--- config.mk ---
export PLATFORM = sky130hd
export DESIGN_NAME = demux1t8_32_reg
export DESIGN_NICKNAME = d
export VERILOG_FILES = /design/src/rtl/demux1t8_32_reg.sv
export SDC_FILE = /design/constraint.sdc
export NUM_CORES = 1
export LEC_CHECK = 0
export CAP_MARGIN = 10
export CORE_MARGIN = 1.5
export CORE_UTILIZATION = 40
export CTS_BUF_LIST = sky130_fd_sc_hd__clkbuf_2 sky130_fd_sc_hd__clkbuf_4 sky130_fd_sc_hd__clkbuf_8
export DETAILED_ROUTE_END_ITERATION = 16
export HOLD_SLACK_MARGIN = 0.1
export PLACE_DENSITY = 0.72
export SLEW_MARGIN = 20
export SYNTH_ARGS = -nofsm -noshare
export SYNTH_HDL_FRONTEND = slang
export SYNTH_SLANG_ARGS = --single-unit
--- constraint.sdc ---
create_clock -name clk -period 9.8 [get_ports clk]
set_input_delay 1.96 -clock clk [delete_from_list [all_inputs] [get_ports clk]]
set_output_delay 1.96 -clock clk [all_outputs]
set_load 0.01 [all_outputs]
--- src/rtl/demux1t8_32_reg.sv ---
// Registered 1-to-8 write demultiplexer: steers byte-masked writes into eight
// 32-bit holding registers with per-channel update pulse, fresh and overrun flags.
module demux1t8_32_reg #(
    parameter logic [31:0] INIT = 32'h0000_0000
) (
    input  logic        clk,
    input  logic        rst,
    input  logic        we,
    input  logic [2:0]  s,
    input  logic [3:0]  be,
    input  logic [31:0] i,
    input  logic [7:0]  ack,
    output logic [31:0] O0,
    output logic [31:0] O1,
    output logic [31:0] O2,
    output logic [31:0] O3,
    output logic [31:0] O4,
    output logic [31:0] O5,
    output logic [31:0] O6,
    output logic [31:0] O7,
    output logic [7:0]  upd,
    output logic [7:0]  fresh,
    output logic [7:0]  ovf,
    output logic [3:0]  wcnt
);

    localparam int unsigned NCH   = 8;
    localparam int unsigned NBYTE = 4;

    logic [31:0] hold [NCH];
    logic [7:0]  wsel_c;
    logic [7:0]  fresh_nxt_c;
    logic [7:0]  ovf_nxt_c;

    // One-hot decode of the accepted write; ack only clears flags of channels not written.
    always_comb begin
        wsel_c      = 8'h00;
        fresh_nxt_c = fresh;
        ovf_nxt_c   = ovf;
        if (we) begin
            wsel_c = 8'(8'h01 << s);
        end
        fresh_nxt_c = wsel_c | (fresh & ~ack);
        ovf_nxt_c   = (wsel_c & fresh & ~ack) | (~wsel_c & ovf & ~ack);
    end

    always_ff @(posedge clk or posedge rst) begin
        if (rst) begin
            for (int k = 0; k < NCH; k++) begin
                hold[k] <= INIT;
            end
            upd   <= 8'h00;
            fresh <= 8'h00;
            ovf   <= 8'h00;
            wcnt  <= 4'h0;
        end else begin
            for (int k = 0; k < NCH; k++) begin
                for (int b = 0; b < NBYTE; b++) begin
                    if (wsel_c[k] && be[b]) begin
                        hold[k][8*b +: 8] <= i[8*b +: 8];
                    end
                end
            end
            upd   <= wsel_c;
            fresh <= fresh_nxt_c;
            ovf   <= ovf_nxt_c;
            if (we && (wcnt != 4'hF)) begin
                wcnt <= wcnt + 4'd1;
            end
        end
    end

    assign O0 = hold[0];
    assign O1 = hold[1];
    assign O2 = hold[2];
    assign O3 = hold[3];
    assign O4 = hold[4];
    assign O5 = hold[5];
    assign O6 = hold[6];
    assign O7 = hold[7];

endmodule

# == Yosys cells after proc, flatten, opt, wreduce, memory -nomap -nowiden ==
# Index checks and enable logic that the tools add are counted.
# W data, S select, Z words.
# classes
n_addsub,1
eq_ne,1
n_shift,1
mux,1
bitwise,9
n_reduce_logical,33
# op_table
cell,count
$and A8 B8 Y8,5
$logic_and A1 B1 Y1,33
$not A8 Y8,2
$or A8 B8 Y8,2
$mux W8,1
$shl A1 B3 Y8 const A,1
$add A4 B1 Y4 const B,1
$ne A4 B4 Y1 const B,1
# totals
register_bits,284
in_bits,50
word_cells,82

# == Longest topological paths before layout ==
# logic_depth
depth_word,6
mapped_depth,6
mapped_depth_nobuf,4

# == Worst setup path after synthesis ==
# Ideal clock, no wire load.
# synth_path
kind,input port to flip-flop
from,input port s[1]
to,register hold (netlist bit O0[24])
arrival_time_ns,3.131
t_required_ns,9.675
slack_ns,6.544
path_stages,6
n_path_buf,3
path_cell_list,buf_2 -> or2_1 -> buf_6 -> buf_12 -> nor2_8 -> mux2_4
# synth_between
elab_chain_len,3
# synth_rtl
element,line_no,text
"start, declared",9,"input logic [2:0] s,"
$shl A1 B3 Y8,41,wsel_c = 8'(8'h01 << s);
$mux W8,40,if (we) begin
$logic_and A1 B1 Y1,59,if (wsel_c[k] && be[b]) begin
"end signal, assigned by index",60,hold[k][8*b +: 8] <= i[8*b +: 8];
"end, declared",30,logic [31:0] hold [NCH];
# No other way between the ends.
# A chain may end at the register's enable or synchronous reset.

# == Final worst setup path ==
# layout_path
from,input port s[2]
to,register hold (netlist bit O2[6])
# The elaborated chain is that of the path after synthesis.

==> impl_results.md <==
* Die area at just under 30000 um2
* H-Tree Depth at 2
* Min-delay worst type: reg2reg
* Top post-synthesis cells by area: dfrtp_1 (63%), mux2_2 (23%), mux2_4 (3.2%)
* Dominant cell type by area after synthesis: dfrtp_1
* Via count at 6981
* Met3 Wirelength at between 2 and 2.5 mm
* Clk root buf: clkbuf_8
* # port buffers at 333
* Post-Syn Instances at 658
* Slew Limit Fails at 0
* ANT cells at 0
* Worst-Skew Late Latency at 0.55 ns
* Endpoints failing setup at 0
* Clock Path Buffers at 3
* CTS tree: yes
* Final Hold Viols at 0
* DP Cell Count at 1362
* Pre-antenna DRT Iters at 4
* Slew HR at around 36%
* Starting Density at 40.4%
* Total Routing Usage GR at 20.3%
* Slew @ Worst Pin at approximately 0.95 ns
* Synth warn at 0
* Avg WL per Cell at 20.2 um
* Area Overhead vs Synth at 42.8%
* Netlist Area Pre-Place at ~11000 um2
* Syn Area/Cell at around 17 um2
* Worst Setup Path Type: in2reg
* CTS Hold Bufs at 0
* Die width at approximately 170 um
* Worst setup EP type: flop
* Largest net degree at the start of global routing at ~160
* HPWL Detailed at approximately 20 mm
* CTS sink cnt at approximately 280
* Met2 WL at 14.1 mm
* Grt ovf at 0
* Initial antenna violation count at 0
* Highest routed metal layer: met4
* Fillers at approximately 2200
* Nets at around 1100
* Gp weighted congestion at 0.713
* Drt total wl at ~29 mm
* Worst path required time at ~10 ns
* Commonest non-fill, non-tap cell in the layout: clkdlybuf4s50_1
* Post-synth top area share at a little under two thirds
* CTS clock-pin slew for the worst setup and hold paths at around 0.060 ns
* Design area at 16000 um2
* Wire length of the first global-routing pass at roughly 45 mm
* DRT met1 WL at approximately 12 mm
* Type of origin of the critical path: input pin
* Syn_nets at 709
* Maximum vdd drop at 0.000158 V
* #FFs+latches synth at 284
* Fmax at about 0.27 GHz
* # rows at 61
* Final period util at between 30% and 40%
* Layout Cells excl Fill at 1446
* Drt drc at 0
* Synth cell types at 38
* Commonest cells after routing, fill and taps aside: clkdlybuf4s50_1 (333), dfrtp_1 (284), mux2_2 (228)
* Worst path arrival time at 4.21 ns
* Vert. Die Dim at between 150 and 200 um
* # IOs at roughly 330
* Setup Skew at 0.00831 ns
* PwrDens at about 240 nW/um2
* Initial DRC Count at around 210
* Crit path time final at roughly 3.8 ns
* Post-CTS Setup Inserts at 0
* CP max FO at 16
* Placed instance area at 14900 um2
* Sequential-to-total area share from yosys stat at 63.4%
* Total CTS buffers at approximately 50
* Leak pwr at between 6 and 7 nW
* Vias in the first global route at about 7400
* Unrepaired setup endpoints after global routing: no
* TNS Setup at 0 ns
* Status: completed
* DR vias/cell at roughly 4.8
* Total core area at between 20000 and 30000 um2
* Layout cells sized above 1 at 36.3%
* Max-cap viol count at 0
* Post_cts resized at 0
* Post-route ant nets at 0
-- synth_stat cells (all sizes together) --
cell and number:
nor4b 1, nor3 1, o22ai 6, nor2 36, clkbuf 1, or2 1
mux2 257, xnor2 1, or3 2, nand4b 1, nor2b 1, nand2 7
nand2b 3, and4bb 3, buf 10, a21oi 8, mux2i 2, ha 1
inv 12, nand3 5, nand3b 4, o21ai 8, a31oi 1, dfrtp 284
nand4 2
-- path summary, 6_finish.rpt --
kind	startpoint	endpoint	slack, ns	cells after the start
hold / removal	O6[3]	O6[3]	0.48	1
hold reg to reg	O6[3]	O6[3]	0.48	1
max in group asynchronous	rst	O7[17]	6.43	3
setup reg to reg	wcnt[0]	wcnt[1]	8.51	4
min in group asynchronous	rst	upd[3]	1.96	2
setup / recovery	s[2]	O2[6]	6.03	4
-- registers in the layout, indices dropped and copies added, names as in the netlist --
register,cells
O2,32
ovf,8
O5,32
upd,8
fresh,8
O6,32
O0,32
wcnt,4
O1,32
O7,32
O3,32
O4,32
-- metrics by stage --
stage,power [mW],utilization (%),hold slack (ns),worst slack [ns]
floorplan,2.00,-,0.529,0.00440
global placement,2.63,53.9,0.468,5.50
detailed placement,2.66,53.9,0.475,5.45
CTS,3.83,57.7,0.487,6.03
global route,3.96,57.7,0.505,5.95
finish,3.77,57.7,0.483,6.03
-- power breakdown --
group	internal [mW]	leakage, nW	switching, mW	total (mW)
sequential	1.43	3.51	0.143	1.57
combinational	0.652	2.91	0.399	1.05
clock	0.681	0.562	0.464	1.15
-- kinds of logic after synthesis --
kind of cell             after synthesis  synth area share (%)
AO/OA/AOI/OAI                         23                  1.11
multiplexers                         259                  26.8
AND/OR/NAND/NOR                       67                  6.97
flip-flops                           284                  63.4
XOR/XNOR                               1                0.0782
adder cells (fa/ha/maj)                1                 0.112
buffers and inverters                 23                  1.49
-- layout make-up --
cell class	instances	area, um2	share of cell area (%)
clock inverters	6	82.6	0.516
clock buffers	78	980	6.13
flip-flops and latches	284	7110	44.4
multi-input cells	351	3930	24.6
well taps	378	473	2.96
repair buffers	337	3360	21.0
inverters	12	57.6	0.360
-- metal layers --
layer,track usage [%],vias to the layer above
met5,0,-
met4,5.89,0
met3,6.79,53
met2,32.9,254
met1,25.7,3560
li1,-,3114
-- critical path, cell delays in order --
cell	delay (ns)
clkdlybuf4s50_1	0.91
nand3b_2	0.60
nor2_4	0.35
mux2_2	0.38
No activity file was read; power rests on OpenSTA's default activity.
